--- src/rtl/ahbl_master_arb_if.sv ---
// ---------------------------------------------------------------------------
// ahbl_master_arb_if
// Bundles the two-requester side and the AHB-Lite master side of
// ahbl_master_arb.
//   master modport : the arbiter's view (drives AHB address/data, completions)
//   slave  modport : the environment's view (requesters plus the AHB slave)
// Requester n owns bit n of req_valid/req_write/req_done/req_err,
// req_size[3n+2:3n], req_addr[32n+31:32n] and req_wdata[32n+31:32n].
// ---------------------------------------------------------------------------
interface ahbl_master_arb_if;
    // requester side
    logic [1:0]  req_valid;
    logic [1:0]  req_write;
    logic [5:0]  req_size;
    logic [63:0] req_addr;
    logic [63:0] req_wdata;
    logic [1:0]  req_done;
    logic [1:0]  req_err;
    logic [31:0] rdata;
    logic        grant_id;
    logic        timeout_err;
    // AHB-Lite master side
    logic [31:0] haddr;
    logic        hwrite;
    logic [2:0]  hsize;
    logic [1:0]  htrans;
    logic [2:0]  hburst;
    logic [3:0]  hprot;
    logic        hmastlock;
    logic [31:0] hwdata;
    logic [31:0] hrdata;
    logic        hready;
    logic        hresp;

    modport master (
        input  req_valid, req_write, req_size, req_addr, req_wdata,
        input  hrdata, hready, hresp,
        output req_done, req_err, rdata, grant_id, timeout_err,
        output haddr, hwrite, hsize, htrans, hburst, hprot, hmastlock, hwdata
    );

    modport slave (
        output req_valid, req_write, req_size, req_addr, req_wdata,
        output hrdata, hready, hresp,
        input  req_done, req_err, rdata, grant_id, timeout_err,
        input  haddr, hwrite, hsize, htrans, hburst, hprot, hmastlock, hwdata
    );
endinterface

--- src/rtl/ahbl_master_arb.sv ---
// ---------------------------------------------------------------------------
// ahbl_master_arb
// Two-requester round-robin arbiter driving a single AHB-Lite master port.
// One non-overlapped single transfer at a time: IDLE -> ADDR -> DATA -> RESP.
// Ports:
//   hclk_i    : clock, all state on the rising edge
//   hreset_i  : synchronous active-high reset
//   ahb_io    : ahbl_master_arb_if.master (requesters + AHB-Lite master)
// Parameter:
//   TIMEOUT   : DATA-phase wait-state count that sets the sticky timeout flag
//               (1..65535)
// ---------------------------------------------------------------------------
module ahbl_master_arb #(
    parameter int unsigned TIMEOUT = 256
) (
    input  logic              hclk_i,
    input  logic              hreset_i,
    ahbl_master_arb_if.master ahb_io
);
    typedef enum logic [1:0] {S_IDLE, S_ADDR, S_DATA, S_RESP} state_e;

    state_e      state_q, state_d;
    logic        last_q;      // requester granted most recently
    logic        grant_q;
    logic        write_q;
    logic [2:0]  size_q;
    logic [31:0] addr_q;
    logic [31:0] wdata_q;
    logic [31:0] rdata_q;
    logic        err_q;
    logic        tout_q;
    logic [15:0] wait_q, wait_d;
    logic        win_id;
    logic        grant_en;
    logic        wait_hit;

    // Round-robin: on contention the requester not granted last wins.
    always_comb begin
        if (&ahb_io.req_valid) win_id = ~last_q;
        else                   win_id = ahb_io.req_valid[1];
    end

    always_comb begin
        state_d  = state_q;
        grant_en = 1'b0;
        case (state_q)
            S_IDLE: if (|ahb_io.req_valid) begin
                state_d  = S_ADDR;
                grant_en = 1'b1;
            end
            S_ADDR:  if (ahb_io.hready) state_d = S_DATA;
            S_DATA:  if (ahb_io.hready) state_d = S_RESP;
            S_RESP:  state_d = S_IDLE;
            default: state_d = S_IDLE;
        endcase
    end

    // Wait counter clears when the address phase is accepted (entry to DATA)
    // and saturates rather than wrapping during a very long stall.
    always_comb begin
        wait_d = wait_q;
        if (state_q == S_ADDR && ahb_io.hready)
            wait_d = '0;
        else if (state_q == S_DATA && !ahb_io.hready && wait_q != 16'hFFFF)
            wait_d = wait_q + 16'd1;
    end

    // Fires on the wait cycle that brings the count up to TIMEOUT.
    assign wait_hit = (state_q == S_DATA) && !ahb_io.hready &&
                      (({1'b0, wait_q} + 17'd1) >= 17'(TIMEOUT));

    always_ff @(posedge hclk_i) begin
        if (hreset_i) begin
            state_q <= S_IDLE;
            last_q  <= 1'b1;
            grant_q <= 1'b0;
            write_q <= 1'b0;
            size_q  <= 3'b010;
            addr_q  <= '0;
            wdata_q <= '0;
            rdata_q <= '0;
            err_q   <= 1'b0;
            tout_q  <= 1'b0;
            wait_q  <= '0;
        end else begin
            state_q <= state_d;
            wait_q  <= wait_d;
            if (grant_en) begin
                grant_q <= win_id;
                last_q  <= win_id;
                write_q <= ahb_io.req_write[win_id];
                size_q  <= win_id ? ahb_io.req_size[5:3]   : ahb_io.req_size[2:0];
                addr_q  <= win_id ? ahb_io.req_addr[63:32] : ahb_io.req_addr[31:0];
                wdata_q <= win_id ? ahb_io.req_wdata[63:32] : ahb_io.req_wdata[31:0];
            end
            if (state_q == S_DATA && ahb_io.hready) begin
                err_q <= ahb_io.hresp;
                if (!write_q) rdata_q <= ahb_io.hrdata;
            end
            if (wait_hit) tout_q <= 1'b1;
        end
    end

    // Address-phase fields are register outputs, so they naturally hold
    // their last values outside ADDR.
    assign ahb_io.htrans      = (state_q == S_ADDR) ? 2'b10 : 2'b00;
    assign ahb_io.haddr       = addr_q;
    assign ahb_io.hwrite      = write_q;
    assign ahb_io.hsize       = size_q;
    assign ahb_io.hwdata      = wdata_q;
    assign ahb_io.hburst      = 3'b000;
    assign ahb_io.hprot       = 4'b0011;
    assign ahb_io.hmastlock   = 1'b0;
    assign ahb_io.req_done    = (state_q == S_RESP) ? (2'b01 << grant_q) : 2'b00;
    assign ahb_io.req_err     = (state_q == S_RESP && err_q) ? (2'b01 << grant_q) : 2'b00;
    assign ahb_io.rdata       = rdata_q;
    assign ahb_io.grant_id    = grant_q;
    assign ahb_io.timeout_err = tout_q;
endmodule

--- src/flat_wrapper.sv ---
// flat-port wrapper written by rule: the top's interface ports become plain ports
module ahbl_master_arb_flat 
#(
    parameter int unsigned TIMEOUT = 256
)
  (hclk_i, hreset_i, ahb_io_req_valid, ahb_io_req_write, ahb_io_req_size, ahb_io_req_addr, ahb_io_req_wdata, ahb_io_hrdata, ahb_io_hready, ahb_io_hresp, ahb_io_req_done, ahb_io_req_err, ahb_io_rdata, ahb_io_grant_id, ahb_io_timeout_err, ahb_io_haddr, ahb_io_hwrite, ahb_io_hsize, ahb_io_htrans, ahb_io_hburst, ahb_io_hprot, ahb_io_hmastlock, ahb_io_hwdata);
  ahbl_master_arb_if ahb_io_i ();
  input  logic hclk_i;
  input  logic hreset_i;
  input wire logic [$bits(ahb_io_i.req_valid)-1:0] ahb_io_req_valid;
  input wire logic [$bits(ahb_io_i.req_write)-1:0] ahb_io_req_write;
  input wire logic [$bits(ahb_io_i.req_size)-1:0] ahb_io_req_size;
  input wire logic [$bits(ahb_io_i.req_addr)-1:0] ahb_io_req_addr;
  input wire logic [$bits(ahb_io_i.req_wdata)-1:0] ahb_io_req_wdata;
  input wire logic [$bits(ahb_io_i.hrdata)-1:0] ahb_io_hrdata;
  input wire logic [$bits(ahb_io_i.hready)-1:0] ahb_io_hready;
  input wire logic [$bits(ahb_io_i.hresp)-1:0] ahb_io_hresp;
  output wire logic [$bits(ahb_io_i.req_done)-1:0] ahb_io_req_done;
  output wire logic [$bits(ahb_io_i.req_err)-1:0] ahb_io_req_err;
  output wire logic [$bits(ahb_io_i.rdata)-1:0] ahb_io_rdata;
  output wire logic [$bits(ahb_io_i.grant_id)-1:0] ahb_io_grant_id;
  output wire logic [$bits(ahb_io_i.timeout_err)-1:0] ahb_io_timeout_err;
  output wire logic [$bits(ahb_io_i.haddr)-1:0] ahb_io_haddr;
  output wire logic [$bits(ahb_io_i.hwrite)-1:0] ahb_io_hwrite;
  output wire logic [$bits(ahb_io_i.hsize)-1:0] ahb_io_hsize;
  output wire logic [$bits(ahb_io_i.htrans)-1:0] ahb_io_htrans;
  output wire logic [$bits(ahb_io_i.hburst)-1:0] ahb_io_hburst;
  output wire logic [$bits(ahb_io_i.hprot)-1:0] ahb_io_hprot;
  output wire logic [$bits(ahb_io_i.hmastlock)-1:0] ahb_io_hmastlock;
  output wire logic [$bits(ahb_io_i.hwdata)-1:0] ahb_io_hwdata;
  assign ahb_io_i.req_valid = ahb_io_req_valid;
  assign ahb_io_i.req_write = ahb_io_req_write;
  assign ahb_io_i.req_size = ahb_io_req_size;
  assign ahb_io_i.req_addr = ahb_io_req_addr;
  assign ahb_io_i.req_wdata = ahb_io_req_wdata;
  assign ahb_io_i.hrdata = ahb_io_hrdata;
  assign ahb_io_i.hready = ahb_io_hready;
  assign ahb_io_i.hresp = ahb_io_hresp;
  assign ahb_io_req_done = ahb_io_i.req_done;
  assign ahb_io_req_err = ahb_io_i.req_err;
  assign ahb_io_rdata = ahb_io_i.rdata;
  assign ahb_io_grant_id = ahb_io_i.grant_id;
  assign ahb_io_timeout_err = ahb_io_i.timeout_err;
  assign ahb_io_haddr = ahb_io_i.haddr;
  assign ahb_io_hwrite = ahb_io_i.hwrite;
  assign ahb_io_hsize = ahb_io_i.hsize;
  assign ahb_io_htrans = ahb_io_i.htrans;
  assign ahb_io_hburst = ahb_io_i.hburst;
  assign ahb_io_hprot = ahb_io_i.hprot;
  assign ahb_io_hmastlock = ahb_io_i.hmastlock;
  assign ahb_io_hwdata = ahb_io_i.hwdata;
  ahbl_master_arb #(.TIMEOUT(TIMEOUT)) u_core (.hclk_i(hclk_i), .hreset_i(hreset_i), .ahb_io(ahb_io_i));
endmodule
--- config.mk ---
export PLATFORM = sky130hd
export DESIGN_NAME = ahbl_master_arb_flat
export DESIGN_NICKNAME = d
export VERILOG_FILES = /design/src/rtl/ahbl_master_arb_if.sv /design/src/rtl/ahbl_master_arb.sv /design/src/flat_wrapper.sv
export SDC_FILE = /design/constraint.sdc
export NUM_CORES = 1
export LEC_CHECK = 0
export ABC_AREA = 1
export BUFFER_PORTS_ARGS = -buffer_cell sky130_fd_sc_hd__buf_2
export CORE_ASPECT_RATIO = 1.5
export CORE_MARGIN = 5
export CORE_UTILIZATION = 45
export DETAILED_ROUTE_END_ITERATION = 16
export GPL_TIMING_DRIVEN = 0
export HOLD_SLACK_MARGIN = 0.02
export PLACE_DENSITY = 0.86
export RECOVER_POWER = 100
export SLEW_MARGIN = 20
export SYNTH_ARGS = -nofsm -noshare
export SYNTH_HDL_FRONTEND = slang
export SYNTH_SLANG_ARGS = --single-unit
--- constraint.sdc ---
create_clock -name hclk_i -period 1.96 [get_ports hclk_i]
set_input_delay 0.196 -clock hclk_i [delete_from_list [all_inputs] [get_ports hclk_i]]
set_output_delay 0.196 -clock hclk_i [all_outputs]
set_load 0.02 [all_outputs]
==> metrics.yaml <==
timing:
  setup_viol: 0
  clock.fmax_mhz: 551
  slew_headroom: 0.659
  layout_setup_ws_ps: 144
  rsz0062_at_grt: "false"
  hold_viol_final: 0
  fin_worst_skew_ps: 8.52
  worst_pin_slew_ps: 511
  slew_violations: 0
  post-route-min-period_ps: 1820
  period_share: 0.927
placed_design:
  pre_cts_slack_ps: -140
  gp_congestion: 0.927
  dpl.hpwl_um: 14200
  io_buffers: 280
logic_synthesis:
  syn_inst: 725
  synth_top_family_by_area: "simple AND/OR/NAND/NOR gates"
  async_flop_share: 0
  synth_seq_cells: 122
  avgSynthCellArea_sq_um: 7.23
  synth_mux_area_frac: 0
  synth_simple_gate_area_frac: 0.226
  synthTopCellsByArea: "dfxtp_1, nand2_1, o21ai_0"
  synth_most_common_cell: "nand2_1"
  synth_top_cell_by_area: "dfxtp_1"
  synth-xor-area-share: 0.00167
  synthFlopType: "dfxtp_1"
  synth_fa_ha_area_frac: 0.0119
  seq_area_frac_synth: 0.466
  synth.distinct_cells: 31
  synth_edf_count: 0
  ys_top_cells_by_count: "nand2_1, dfxtp_1, o21ai_0, nor2_1, a31oi_1"
  yosys_warnings: 0
  synth_compound_area_frac: 0.219
  synth_top_area_frac: 0.466
  synth_area_sq_um: 5240
power:
  p_int_mw: 6.02
  p_clk_frac: 0.296
  cellPowerDensity_nw_per_um2: 1360
  switching_share: 0.407
  pwr-share-seq: 0.356
  vdd_drop_max_mv: 0.805
  p_comb_frac: 0.348
  p_total_mw: 10.1
  netSwitchingPower_mw: 4.13
  p_leak_nw: 3.33
grt:
  met3_usage: 0.0687
  grt_remaining_overflow: 0
  grt_pass1_vias: 6158
  top_usage_layer: "met2"
  grt_usage: 0.260
  grt_first_pass_wirelength_um: 29500
  grt_max_degree: 17
  antenna_found_initial: 1
  grtUsageMet1: 0.284
  use_met2: 0.459
worst_hold_path:
  hold-path-cell-count: 3
  hp-class: "input pin to register"
clocking:
  htreeDepth: 4
  clkTransAtPathRegs_ps: 60
  clockRootBuffer: "clkbuf_16"
  insertion_delay_ps: 400
  cts_sinks: 122
  cts_buffers: 17
  clockBufferDepth: 2
  postCtsSetupBuffers: 0
  cts_tree: "built"
critical_path:
  path_depth: 7
  required_ps: 2230
  cp-start-kind: "register"
  crit_type: "register to register"
  critPathArrivalTime_ps: 2090
  rr_worst_depth: 7
  max_stage_delay_ps: 340
  path_buf_inv: 4
  path_max_fanout: 10
  path_cells: "inv_1, ha_1, inv_1, a21oi_4, buf_2, buf_2, a31oi_1"
  cp_top_family: "buffers and inverters"
  cp-end-kind: "register"
  cp_slowest_cell: "dfxtp_1"
final_layout:
  utilization: 0.653
  n_antenna_cell: 0
  area_delta_synth_final_pct: 42.9
  nets: 1228
  drive_gt1_frac: 0.221
floorplan:
  die_w_um: 98.1
  rows: 48
  io_pins: 290
  die_area_sq_um: 13900
  coreArea_sq_um: 11500
  die_h_um: 142
  initial_core_util: 0.457
route:
  postRouteAntennaNets: 0
  firstDrtPassIters: 5
  first_iter_violations: 311
  routed_wl_um: 19000
  vias_per_cell: 5.18
  wire_per_inst_um: 15.7
  drcViolationCount: 0
  vias: 6273
status:
  status: "finished, final reports clean"
flow_run:
  cap_violations: 0
-- state kept, by name, summed over array words and instances (netlist names) --
signal	flops
u_core.ahb_io.haddr	32
u_core.wait_q	16
u_core.ahb_io.hwdata	32
u_core.err_q	1
u_core.ahb_io.rdata	32
u_core.state_q	2
u_core.last_q	1
u_core.ahb_io.timeout_err	1
u_core.ahb_io.grant_id	1
u_core.ahb_io.hsize	3
u_core.ahb_io.hwrite	1
-- power by group through the flow --
| stage | clock [mW] | combinational [mW] | sequential (mW) |
|---|---|---|---|
| after floorplan | 0 | 1.46 | 4.36 |
| after global placement | 0 | 3.58 | 3.59 |
| after detailed placement | 0 | 3.65 | 3.60 |
| after CTS | 3.03 | 3.70 | 3.57 |
| after global routing | 3.16 | 3.84 | 3.67 |
| final | 3.01 | 3.53 | 3.61 |
-- final cells by class --
class | count | area (sq um)
Buffer | 56 | 267
Multi-Input combinational cell | 521 | 2440
Tap cell | 150 | 188
Clock inverter | 14 | 139
Timing Repair Buffer | 298 | 1450
Sequential cell | 122 | 2440
Clock buffer | 18 | 439
Fill cell | 1033 | 3980
Inverter | 33 | 124
-- worst reg2reg max path, delay by kind of cell (launching register included) --
kind	cells	cell delay, ps
adders and majority gates	1	200
DFF	1	340
AOI/OAI and AO/OA	2	420
buffers and inverters	4	730
-- per-stage QoR --
| stage | std cells | hold WS (ps) | TNS (ps) | area [sq um] |
|---|---|---|---|---|
| 2_1_floorplan | 732 | 265 | 0 | 5270 |
| 3_3_place_gp | 1162 | 419 | -2310 | 6860 |
| 3_5_place_dp | 1162 | 425 | -4510 | 6860 |
| 4_1_cts | 1211 | 21.6 | 0 | 7610 |
| 5_1_grt | 1212 | 21.5 | 0 | 7490 |
| 6_report | 1212 | 32.5 | 0 | 7490 |
-- worst paths after layout --
check                                  from                         to  slack [ps]
setup / recovery          u_core.state_q[0]    u_core.ahb_io.haddr[28]         140
hold / removal             ahb_io_hrdata[1]     u_core.ahb_io.rdata[1]          30
setup reg to reg          u_core.state_q[0]    u_core.ahb_io.haddr[28]         140
hold reg to reg   u_core.ahb_io.timeout_err  u_core.ahb_io.timeout_err         450
-- logic make-up after synthesis --
logic type,after synthesis
xor+xnor,1
simple gates,299
other cells,2
fa+ha+maj,5
buf+inv,89
flops,122
compound gates,207
-- per-layer routing --
layer / share of wire / vias up
met5: 0.00058 / -
met4: 0.044 / 2
met2: 0.51 / 300
met3: 0.073 / 63
met1: 0.37 / 2846
li1: - / 3062
-- placed cells by master, fill, tap and decap left out, types with 3 or more instances in the layout --
cell type and count:
clkinvlp_4 3, nor2_1 93, conb_1 9, a211oi_1 3, nor3_1 3, nand4_1 4
dfxtp_1 122, clkbuf_16 17, inv_1 31, a21oi_2 3, clkinv_4 5, inv_6 3
dlygate4sd3_1 18, nand2_1 183, buf_4 10, ha_1 5, a21oi_1 14, a31oi_1 69
clkbuf_1 142, o21ai_0 114, buf_2 180, nand3_1 9
-- timing repair --
item                       4_1_cts  5_1_grt
gates resized for setup          2        4
hold buffers                    17        1
hold endpoints to repair        17        1
setup endpoints to repair       49       12
No activity file was read; power rests on OpenSTA's default activity.
